`config.mk`:
```
export PLATFORM = sky130hd
export DESIGN_NAME = i2c_mem_slave
export DESIGN_NICKNAME = d
export VERILOG_FILES = /design/src/rtl/i2c_mem_pkg.sv /design/src/rtl/i2c_line_sync.sv /design/src/rtl/i2c_mem_slave.sv
export SDC_FILE = /design/constraint.sdc
export NUM_CORES = 1
export LEC_CHECK = 0
export CAP_MARGIN = 10
export CORE_MARGIN = 3
export CORE_UTILIZATION = 30
export DETAILED_ROUTE_END_ITERATION = 10
export GPL_TIMING_DRIVEN = 0
export HOLD_SLACK_MARGIN = 0.03
export SYNTH_ARGS = -nofsm -noshare
export SYNTH_HDL_FRONTEND = slang
export SYNTH_SLANG_ARGS = --single-unit
```
`constraint.sdc`:
```
create_clock -name clk -period 2.38 [get_ports clk]
set_input_delay 0.476 -clock clk [delete_from_list [all_inputs] [get_ports clk]]
set_output_delay 0.476 -clock clk [all_outputs]
set_load 0.01 [all_outputs]
```
`src/rtl/i2c_mem_pkg.sv`:
```
// Shared types and constants for the I2C memory responder.
package i2c_mem_pkg;
  localparam int DEF_DATAWIDTH = 8;
  localparam int DEF_ADDRWIDTH = 7;
  localparam int BYTE_BITS     = 8;
  localparam int CNT_W         = $clog2(BYTE_BITS + 1);

  typedef enum logic [3:0] {
    IDLE,
    ADDR,
    ADDR_ACK,
    WR_DATA,
    WR_ACK,
    RD_FETCH,
    RD_DATA,
    RD_ACK,
    WAIT_STOP
  } state_t;
endpackage

```
`src/rtl/i2c_line_sync.sv`:
```
// Synchroniser for SCL/SDA plus edge and START/STOP condition pulses.
// Lines reset to the idle-high level so leaving reset never fakes a START.
module i2c_line_sync #(
  parameter int SYNC_STAGES = 2
) (
  input  logic clk,
  input  logic rst,
  input  logic scl,
  input  logic sda_in,
  output logic sda,
  output logic scl_rise,
  output logic scl_fall,
  output logic start,
  output logic stop
);
  logic [SYNC_STAGES-1:0] r_scl_sync;
  logic [SYNC_STAGES-1:0] r_sda_sync;
  logic                   r_scl_prev;
  logic                   r_sda_prev;
  logic                   w_scl;
  logic                   w_sda;

  assign w_scl = r_scl_sync[SYNC_STAGES-1];
  assign w_sda = r_sda_sync[SYNC_STAGES-1];

  // Shift the pad values through the synchroniser chain, keep last-stage history.
  always_ff @(posedge clk) begin
    if (rst) begin
      r_scl_sync <= '1;
      r_sda_sync <= '1;
      r_scl_prev <= 1'b1;
      r_sda_prev <= 1'b1;
    end else begin
      r_scl_sync <= {r_scl_sync[SYNC_STAGES-2:0], scl};
      r_sda_sync <= {r_sda_sync[SYNC_STAGES-2:0], sda_in};
      r_scl_prev <= w_scl;
      r_sda_prev <= w_sda;
    end
  end

  assign sda      = w_sda;
  assign scl_rise = w_scl & ~r_scl_prev;
  assign scl_fall = ~w_scl & r_scl_prev;
  // SDA may only move under a steady-high SCL for a bus condition.
  assign start    = w_scl & r_scl_prev & r_sda_prev & ~w_sda;
  assign stop     = w_scl & r_scl_prev & ~r_sda_prev & w_sda;
endmodule

```
`src/rtl/i2c_mem_slave.sv`:
```
// I2C responder bridging bus transfers onto single-cycle memory strobes.
// First byte is {addr, rw}; then one data byte written or read.
// Optional feature macro: I2C_SLV_AUTOINC_EN (multi-byte bursts, addr+1 per byte).
module i2c_mem_slave
  import i2c_mem_pkg::*;
#(
  parameter int DATAWIDTH   = DEF_DATAWIDTH,
  parameter int ADDRWIDTH   = DEF_ADDRWIDTH,
  parameter int SYNC_STAGES = 2
) (
  input  logic                 clk,
  input  logic                 rst,
  input  logic                 scl,
  input  logic                 sda_in,
  output logic                 sda_oe,
  output logic                 wr_en,
  output logic                 rd_en,
  output logic [ADDRWIDTH-1:0] addr,
  output logic [DATAWIDTH-1:0] wdata,
  input  logic [DATAWIDTH-1:0] rd_data,
  output logic                 busy
);
  localparam logic [CNT_W-1:0] CNT_FULL = CNT_W'(BYTE_BITS);
  localparam logic [CNT_W-1:0] CNT_LAST = CNT_W'(BYTE_BITS - 1);

  logic w_sda, w_scl_rise, w_scl_fall, w_start, w_stop;

  i2c_line_sync #(.SYNC_STAGES(SYNC_STAGES)) u_sync (
    .clk      (clk),
    .rst      (rst),
    .scl      (scl),
    .sda_in   (sda_in),
    .sda      (w_sda),
    .scl_rise (w_scl_rise),
    .scl_fall (w_scl_fall),
    .start    (w_start),
    .stop     (w_stop)
  );

  state_t               r_state,   w_state;
  logic [CNT_W-1:0]     r_bitcnt,  w_bitcnt;
  logic [DATAWIDTH-1:0] r_shift,   w_shift;
  logic                 r_rw,      w_rw;
  logic [ADDRWIDTH-1:0] r_addr,    w_addr;
  logic [DATAWIDTH-1:0] r_wdata,   w_wdata;
  logic                 r_wr_en,   w_wr_en;
  logic                 r_rd_en,   w_rd_en;
  logic                 r_sda_oe,  w_sda_oe;
  logic                 r_busy,    w_busy;
  logic                 r_wr_pend, w_wr_pend;
  logic [1:0]           r_fph,     w_fph;

  // Register all FSM state and outputs; reset releases SDA on the same edge.
  always_ff @(posedge clk) begin
    if (rst) begin
      r_state   <= IDLE;
      r_bitcnt  <= '0;
      r_shift   <= '0;
      r_rw      <= 1'b0;
      r_addr    <= '0;
      r_wdata   <= '0;
      r_wr_en   <= 1'b0;
      r_rd_en   <= 1'b0;
      r_sda_oe  <= 1'b0;
      r_busy    <= 1'b0;
      r_wr_pend <= 1'b0;
      r_fph     <= '0;
    end else begin
      r_state   <= w_state;
      r_bitcnt  <= w_bitcnt;
      r_shift   <= w_shift;
      r_rw      <= w_rw;
      r_addr    <= w_addr;
      r_wdata   <= w_wdata;
      r_wr_en   <= w_wr_en;
      r_rd_en   <= w_rd_en;
      r_sda_oe  <= w_sda_oe;
      r_busy    <= w_busy;
      r_wr_pend <= w_wr_pend;
      r_fph     <= w_fph;
    end
  end

  // Next-state logic; bus conditions override byte handling, STOP first.
  always_comb begin
    w_state   = r_state;
    w_bitcnt  = r_bitcnt;
    w_shift   = r_shift;
    w_rw      = r_rw;
    w_addr    = r_addr;
    w_wdata   = r_wdata;
    w_wr_en   = 1'b0;
    w_rd_en   = 1'b0;
    w_sda_oe  = r_sda_oe;
    w_busy    = r_busy;
    w_wr_pend = 1'b0;
    w_fph     = r_fph;
    if (w_stop) begin
      w_state  = IDLE;
      w_sda_oe = 1'b0;
      w_busy   = 1'b0;
      w_bitcnt = '0;
    end else if (w_start) begin
      w_state  = ADDR;
      w_sda_oe = 1'b0;
      w_busy   = 1'b1;
      w_bitcnt = '0;
    end else begin
      // Complete byte captured last clk: present it with the strobe.
      if (r_wr_pend) begin
        w_wr_en = 1'b1;
        w_wdata = r_shift;
      end
      unique case (r_state)
        IDLE: ;
        ADDR: begin
          if (w_scl_rise && r_bitcnt < CNT_FULL) begin
            w_shift  = {r_shift[DATAWIDTH-2:0], w_sda};
            w_bitcnt = r_bitcnt + 1'b1;
          end else if (w_scl_fall && r_bitcnt == CNT_FULL) begin
            w_state  = ADDR_ACK;
            w_sda_oe = 1'b1;
            w_addr   = r_shift[ADDRWIDTH:1];
            w_rw     = r_shift[0];
            w_bitcnt = '0;
          end
        end
        ADDR_ACK: begin
          // Reads fetch while the master is still sampling our ACK.
          if (r_rw && w_scl_rise) begin
            w_state = RD_FETCH;
            w_fph   = '0;
          end else if (!r_rw && w_scl_fall) begin
            w_state  = WR_DATA;
            w_sda_oe = 1'b0;
          end
        end
        WR_DATA: begin
          if (w_scl_rise && r_bitcnt < CNT_FULL) begin
            w_shift  = {r_shift[DATAWIDTH-2:0], w_sda};
            w_bitcnt = r_bitcnt + 1'b1;
            if (r_bitcnt == CNT_LAST) w_wr_pend = 1'b1;
          end else if (w_scl_fall && r_bitcnt == CNT_FULL) begin
            w_state  = WR_ACK;
            w_sda_oe = 1'b1;
            w_bitcnt = '0;
          end
        end
        WR_ACK: begin
          if (w_scl_fall) begin
            w_sda_oe = 1'b0;
`ifdef I2C_SLV_AUTOINC_EN
            w_state  = WR_DATA;
            w_addr   = r_addr + ADDRWIDTH'(1);
`else
            w_state  = WAIT_STOP;
`endif
          end
        end
        RD_FETCH: begin
          unique case (r_fph)
            2'd0: begin
              w_rd_en = 1'b1;
              w_fph   = 2'd1;
            end
            2'd1: w_fph = 2'd2;
            default: begin
              w_shift  = rd_data;
              w_bitcnt = '0;
              w_state  = RD_DATA;
            end
          endcase
        end
        RD_DATA: begin
          if (w_scl_fall) begin
            if (r_bitcnt < CNT_FULL) begin
              w_sda_oe = ~r_shift[DATAWIDTH-1];
              w_shift  = {r_shift[DATAWIDTH-2:0], 1'b0};
              w_bitcnt = r_bitcnt + 1'b1;
            end else begin
              w_sda_oe = 1'b0;
              w_state  = RD_ACK;
            end
          end
        end
        RD_ACK: begin
          if (w_scl_rise) begin
            w_state = WAIT_STOP;
`ifdef I2C_SLV_AUTOINC_EN
            if (!w_sda) begin
              w_state = RD_FETCH;
              w_fph   = '0;
              w_addr  = r_addr + ADDRWIDTH'(1);
            end
`endif
          end
        end
        WAIT_STOP: w_sda_oe = 1'b0;
        default:   w_state  = IDLE;
      endcase
    end
  end

  assign sda_oe = r_sda_oe;
  assign wr_en  = r_wr_en;
  assign rd_en  = r_rd_en;
  assign addr   = r_addr;
  assign wdata  = r_wdata;
  assign busy   = r_busy;
endmodule

```
## Yosys cells after proc, flatten, opt, wreduce, memory -nomap -nowiden

Cells that the tools add are included.
W data, S select, Z words.

| cells by class | value |
|---|---|
| reductions and logical operators | 25 |
| add/sub/neg operators | 1 |
| bitwise logic cells | 18 |
| magnitude comparators | 1 |
| multiplexer cells | 38 |
| equality and inequality tests | 41 |

Operators by type and width:

| kind | count |
|---|---|
| $mux W4 | 16 |
| $mux W8 | 4 |
| $pmux W4 S8 | 1 |
| $ne A2 B2 Y1 const B | 14 |
| $ne A3 B2 Y1 const B | 9 |
| $pmux W8 S3 | 1 |
| $reduce_and A11 Y1 | 2 |
| $eq A4 B3 Y1 const B | 5 |
| $reduce_and A5 Y1 | 3 |
| $reduce_and A7 Y1 | 2 |
| $pmux W4 S3 | 1 |
| $mux W1 | 11 |
| $not A1 Y1 | 11 |
| $eq A4 B2 Y1 const B | 2 |
| $eq A4 B4 Y1 const B | 2 |
| $pmux W2 S2 | 2 |
| $reduce_or A2 Y1 | 4 |
| $and A1 B1 Y1 | 7 |
| $ne A2 B1 Y1 const B | 3 |
| $ne A3 B3 Y1 const B | 2 |
| $pmux W1 S5 | 1 |
| $reduce_bool A5 Y1 | 1 |
| $reduce_or A5 Y1 | 1 |
| $add A4 B1 Y4 const B | 1 |
| 15 further kinds | 18 |

| word-level totals | value |
|---|---|
| register bits | 45 |
| logic and storage cells | 141 |
| output and inout bits | 19 |
| input bits | 12 |

## Logic depth before layout (Yosys ltp)

Gate-level depths: netlist (run 1).

| logic depth | value |
|---|---|
| word-level depth | 7 |
| depth in mapped cells | 7 |
| gate-level depth less buffers | 6 |

## Cells and area by module

Synthesis (run 1) repeated with hierarchy kept, for this count alone.

| unflattened totals | value |
|---|---|
| cells, all modules | 238 |
| area total of the unflattened synthesis | 2104.5 um2 |

Modules (own cells, without submodules):

| module | area each (um2) | cells an instance | times used | seq. area each (um2) |
|---|---|---|---|---|
| i2c_mem_slave | 1914.3 | 222 | 1 | 780.7 |
| i2c_line_sync | 190.2 | 16 | 1 | 120.1 |

## Least setup slack after synthesis (run 1)

Ideal clock, no wire load.

| timing | value |
|---|---|
| kind | register to register |
| from | reg u_sync.r_scl_sync[1] |
| to | reg r_shift[6] |
| arrival | 1.936 ns |
| stages on the path, launching flop included | 8 |
| path slack | 0.356 ns |
| buffers on the path | 2 |
| data required time | 2.292 ns |
| clock period less this slack | 2.024 ns |
| setup time | 0.088 ns |
| path through | dfxtp_1 > buf_6 > nand2b_4 > or4_4 > a2111oi_4 > buf_6 > nor2_2 > a311oi_2 |

| on the way | value |
|---|---|
| word-level cells in the longest chain between the ends | 5 |
| elaborated cells on any way between the ends | 14 |
| those cells by class | eq/ne: 2; bitwise: 10; reduce/logical: 2 |

Ends and longest elaborated chain:

| item | RTL line | source |
|---|---|---|
| start, declared | i2c_line_sync.sv:16 | `logic [SYNC_STAGES-1:0] r_scl_sync;` |
| start signal, assigned | i2c_line_sync.sv:34 | `r_scl_sync <= {r_scl_sync[SYNC_STAGES-2:0], scl};` |
| $and A1 B1 Y1 | i2c_line_sync.sv:45, i2c_line_sync.sv:46 |  |
| $and A1 B1 Y1 (on tied branches) (2 in series) | i2c_line_sync.sv:45, i2c_line_sync.sv:46 |  |
| $not A1 Y1 (no source line) | -- |  |
| $reduce_and A7 Y1 (no source line) * | -- |  |
| end signal, assigned | i2c_mem_slave.sv:71 | `r_shift <= w_shift;` |
| end, declared | i2c_mem_slave.sv:42 | `logic [DATAWIDTH-1:0] r_shift, w_shift;` |

Every way passes the cells marked *; elsewhere a longest branch is shown, timed or not.
A chain may end at the register's enable or synchronous reset.

## Final worst setup path (run 1)

| timing | value |
|---|---|
| from | reg u_sync.r_scl_sync[1] |
| to | reg r_shift[5] |

Same word-level chain as after synthesis.

==> results_dict.tcl, run 1 <==
set metrics [dict create \
    max_freq_ghz 0.459 \
    grt_first_pass_wirelength_um 8900 \
    fin_crit_sh 0.916 \
    p_int_uw 1020 \
    ys_types 52 \
    num_vias 1847 \
    power_uw 1350 \
    rr_worst_depth 8 \
    diodes 0 \
    io_buffers 29 \
    worstMarginPinSlew_ns 0.727 \
    clock_skew_ns 0.0102 \
    holdCritPathClass "flip-flop to flip-flop" \
    drv_cap 0 \
    clk_path_buf_depth 2 \
    globalplace.congestion 0.860 \
    start_util 0.312 \
    dp_hpwl_um 3730 \
    clock_power_share 0.361 \
    dieArea_um2 8150 \
    dr.pass1.iters 4 \
    antenna_left 0 \
    io_pins 31 \
    numCtsBuffers 5 \
    syn_area_um2 2130 \
    die_x_um 90.3 \
    min_period_ns 2.18 \
    switching_power_uw 338 \
    postSynth.topFlopCell "dfxtp_1" \
    antenna_found_initial 0 \
    hold_depth 1 \
    yosys-top-cells-area "dfxtp_1, mux2i_1, nor2_1, o21ai_0, nand2_1" \
    finalSetupViolCount 0 \
    switching_share 0.250 \
    drv_slew 0 \
    nets 291 \
    grt_pass1_vias 1815 \
    reg2reg_to "r_shift[5]" \
    synth.top_cell.area_share 0.423 \
    peakVddDrop_mv 0.331 \
    ys_ff_latch 45 \
    power_frac_seq 0.570 \
    viasPerCell 4.94 \
    ys_async_sr_fraction 0 \
    clk-insertion-delay-late_ns 0.30 \
    area_growth_pct 24.4 \
    r2r_start "u_sync.r_scl_sync[1]" \
    avgSynthCellArea_um2 8.91 \
    r2r_setup_slack_ns 0.20 \
    synth-seq-area-share 0.423 \
    rows 30 \
    drive_gt1_frac 0.119 \
    relSlewSlack 0.515 \
    coreArea_um2 6830 \
    end_kind "flip-flop" \
    arrival_ns 2.39 \
    routed_wl_um 5210 \
    cp_max_fo 10 \
    startpoint "u_sync.r_scl_sync[1]" \
    hold_viol 0 \
    die_h_um 90.3 \
    cp-start-kind "flip-flop" \
    syn_nets 253 \
    yosys_warnings 0 \
    first_iter_violations 146 \
    track_usage 0.132 \
    htreeDepth 2 \
    cp.required_ns 2.59 \
    fin_util 0.388 \
    fillCellCount 716 \
    rsz0062_at_grt "false" \
    cts.sinks 45 \
    drt_drc_violations_left 0 \
    root_buffer "clkbuf_8" \
    power_frac_comb 0.069 \
    yosysTopAreaCell "dfxtp_1" \
    p_leak_uw 0.000984 \
    syn_inst 239 \
    wl_per_cell_um 13.9 \
    critPathKind "flip-flop to flip-flop" \
    synth_commonest_cells "dfxtp_1, nor2_1, mux2i_1" \
    synth_edf_count 0 \
    overflow 0 \
    clkSlewWorstSetupHoldPaths_ns 0.09 \
    status "finished clean" \
    power_density_nw_per_um2 511 \
    tritoncts "built" \
    worstSetupEndpoint "r_shift[5]" \
    grt_max_degree 16 \
    post-synth-top-count-cell "dfxtp_1" \
    fin_tns_setup_ns 0 \
]
[power groups by stage]
stage          logic (uW)  registers (uW)  clock network, uW
3_5_place_dp         91.8             790                  0
3_3_place_gp         91.5             790                  0
6_report             93.6             773                488
4_1_cts              92.5             773                501
5_1_grt               104             775                531
2_1_floorplan        56.5             788                  0
[layout by cell type, fill, tap and decap left out, drive strengths merged, types with 5 or more instances in the layout]
cell type / count
inv: 6
o21ai: 14
dfxtp: 45
a21oi: 9
mux2i: 19
buf: 5
clkbuf: 17
nand2b: 5
a311oi: 8
nand2: 17
clkdlybuf4s50: 29
nor2: 37
or2: 8
[stage by stage]
| step | std cells | hold WS (ns) | setup slack, ns | area, um^2 |
|---|---|---|---|---|
| global route | 374 | 0.431 | 0.0685 | 2650 |
| global placement | 364 | 0.394 | 0.131 | 2540 |
| finish | 374 | 0.420 | 0.199 | 2650 |
| floorplan | 239 | 0.389 | 0.356 | 2130 |
| CTS | 372 | 0.423 | 0.0950 | 2630 |
| detailed placement | 364 | 0.397 | 0.143 | 2540 |
[worst min path at each step]
stage                     slack, ns              endpoint                 start
after floorplan                0.39  u_sync.r_scl_sync[1]  u_sync.r_scl_sync[0]
after global placement         0.39  u_sync.r_scl_sync[1]  u_sync.r_scl_sync[0]
after detailed placement       0.40  u_sync.r_scl_sync[1]  u_sync.r_scl_sync[0]
after CTS                      0.42  u_sync.r_scl_sync[1]  u_sync.r_scl_sync[0]
after global routing           0.43  u_sync.r_scl_sync[1]  u_sync.r_scl_sync[0]
final                          0.42  u_sync.r_scl_sync[1]  u_sync.r_scl_sync[0]
[layout make-up]
cell class / count / area [um^2] / share of cell area
tap: 96 / 120 / 0.0453
clock buffer: 5 / 68.8 / 0.0260
multi-input combinational: 173 / 1140 / 0.429
inverter: 6 / 22.5 / 0.00850
clock inverter: 3 / 21.3 / 0.00803
sequential: 45 / 902 / 0.341
buffer: 15 / 71.3 / 0.0269
timing repair buffer: 31 / 305 / 0.115
[registers in the layout, indices dropped and copies added (netlist names), 2 cells and up]
register           cells
r_shift                8
u_sync.r_scl_sync      2
r_bitcnt               4
wdata                  8
u_sync.r_sda_sync      2
addr                   7
r_state                4
r_fph                  2
[cell families after synthesis]
| kind of cell | synth area share |
|---|---|
| AND/OR/NAND/NOR | 0.220 |
| AO/OA/AOI/OAI | 0.203 |
| flip-flops | 0.423 |
| buffers and inverters | 0.0441 |
| multiplexers | 0.0893 |
| XOR/XNOR | 0.00823 |
| adder cells (fa/ha/maj) | 0.0117 |
[worst max-delay path, cell delays in order (launching register included)]
cell       delay [ns]
dfxtp_1          0.32
buf_6            0.13
nand2b_4         0.15
or4_4            0.51
a2111oi_4        0.36
buf_4            0.21
buf_4            0.12
nor2_1           0.03
a311oi_1         0.26
[layer usage]
layer	GRT usage	vias to the layer above	wire, um
met4	0.0357	0	53
met3	0.0233	7	270
met2	0.205	47	2390
li1	-	935	-
met1	0.187	858	2500
met5	0	-	0
[timing repair]
item | CTS | global route
resized for setup | 0 | 2
hold buffers | 0 | 0
hold endpoints to repair | 0 | 0
buffers inserted | 0 | 2
setup endpoints to repair | 0 | 9
Power figures use the tool's default switching activity.
==> run 2, diff against run 1 <==
==> constraint.sdc (replaced) <==
create_clock -name clk -period 2 [get_ports clk]
set_input_delay 0.4 -clock clk [delete_from_list [all_inputs] [get_ports clk]]
set_output_delay 0.4 -clock clk [all_outputs]
set_load 0.01 [all_outputs]
==> results_dict.tcl, run 2 (same netlist as run 1, synthesis figures left out) <==
set metrics [dict create \
    status "finished, violations left" \
    failed_checks "negative setup slack" \
    clk-insertion-delay-late_ns 0.29 \
    design_area_um2 2780 \
    drv_slew 0 \
    max_freq_ghz 0.483 \
    overflow 0 \
    grt_pass1_vias 1774 \
    most-common-layout-cells "dfxtp_1, nor2_1, clkdlybuf4s50_1" \
    hold_depth 1 \
    rsz0062_at_grt "true" \
    relSlewSlack 0.528 \
    power_density_nw_per_um2 582 \
    grt_first_pass_wirelength_um 8910 \
    finalSetupViolCount 8 \
    cts.sinks 45 \
    end_kind "flip-flop" \
    routed_wl_um 5260 \
    arrival_ns 2.27 \
    holdPathEnd "u_sync.r_sda_sync[1]" \
    htreeDepth 2 \
    drv_cap 0 \
    reg2reg_to "r_shift[1]" \
    tritoncts "built" \
    pre_cts_ws_ns -0.300 \
    antenna_found_initial 0 \
    placed_area_um2 2540 \
    root_buffer "clkbuf_8" \
    worstMarginPinSlew_ns 0.708 \
    crit_family "simple AND/OR/NAND/NOR gates" \
    start_util 0.312 \
    path_buf_inv 2 \
    grt_max_degree 15 \
    cp_max_fo 6 \
    register_area_um2 913 \
    p_leak_uw 0.00106 \
    wl_per_cell_um 13.9 \
    peakVddDrop_mv 0.319 \
    min_period_ns 2.07 \
    diodes 0 \
    clkSlewWorstSetupHoldPaths_ns 0.08 \
    dp_hpwl_um 3730 \
    numCtsBuffers 5 \
    die_x_um 90.3 \
    io_buffers 29 \
    critPathMostFrequentCell "buf_6" \
    critPathMaxStageDelay_ns 0.52 \
    io_pins 31 \
    slowest_stage "or4_4" \
    cp.required_ns 2.20 \
    holdCritPathClass "flip-flop to flip-flop" \
    rows 30 \
    first_iter_violations 115 \
    drive_gt1_frac 0.184 \
    antenna_left 0 \
    fillCellCount 720 \
    area_growth_pct 30.7 \
    rr_worst_depth 7 \
    multiInputGateArea_um2 1180 \
    die_h_um 90.3 \
    final_common_cell "dfxtp_1" \
    cp-start-kind "flip-flop" \
    r2r_setup_slack_ns -0.07 \
    timing.critical_path.cells "nand2b_4, or4_4, a2111oi_4, buf_6, buf_6, nor2_2, a311oi_1" \
    num_vias 1887 \
    hp-start "u_sync.r_sda_sync[0]" \
    clock_skew_ns 0.0105 \
    fin_crit_sh 1.03 \
    globalplace.congestion 0.911 \
    critPathKind "flip-flop to flip-flop" \
    hold_buffers 0 \
    drt_drc_violations_left 0 \
    nets 296 \
    dieArea_um2 8150 \
    clk_path_buf_depth 2 \
    hold_viol 0 \
    viasPerCell 4.98 \
    fin_ws_ns -0.0694 \
    coreArea_um2 6830 \
    track_usage 0.132 \
    r2r_start "u_sync.r_scl_sync[1]" \
    dr.pass1.iters 4 \
]
==> run 2: metal layers <==
metal,track usage,up-vias,part of all wire
met1,0.191,898,0.50
met3,0.0250,2,0.036
met5,0,-,0
met4,0.0230,0,0.0036
li1,-,951,-
met2,0.207,36,0.46
==> run 2: power breakdown <==
part           switching (uW)  total [uW]  internal [uW]
logic                    60.4         121           61.0
registers                13.3         918            905
clock network             300         580            280
total                     374        1620           1250
==> run 2: through the flow <==
step | power [uW] | hold slack (ns) | utilization | instances | setup TNS [ns]
global route | 1700 | 0.424 | 0.408 | 379 | -0.954
detailed placement | 1050 | 0.399 | 0.373 | 364 | -2.94
floorplan | 1010 | 0.389 | - | 239 | 0
global placement | 1050 | 0.393 | 0.373 | 364 | -2.45
CTS | 1640 | 0.421 | 0.395 | 375 | -0.0573
finish | 1620 | 0.415 | 0.408 | 379 | -0.404
==> run 2: area by class of cell <==
type                    instances  area share
inverters                       6     0.00809
multi-input cells             173       0.425
well taps                      96      0.0431
repair buffers                 38       0.138
clock buffers                   6      0.0297
clock inverters                 2     0.00494
plain buffers                  13      0.0234
flip-flops and latches         45       0.328
==> run 2: worst max-delay path by stage <==
stage | cells past startpoint | endpoint | startpoint
2_1_floorplan | 7 | r_shift[0] | u_sync.r_scl_sync[1]
3_3_place_gp | 6 | r_shift[0] | u_sync.r_scl_prev
3_5_place_dp | 6 | r_shift[0] | u_sync.r_scl_prev
4_1_cts | 8 | r_shift[0] | u_sync.r_scl_sync[1]
5_1_grt | 7 | r_shift[1] | u_sync.r_scl_sync[1]
6_report | 7 | r_shift[1] | u_sync.r_scl_sync[1]
==> run 2: what timing repair did <==
action                     in CTS  in global routing
resized for setup               7                 18
gates cloned                    0                  1
setup buffers                   4                  4
pin swaps                       2                  9
setup endpoints to repair      20                 16
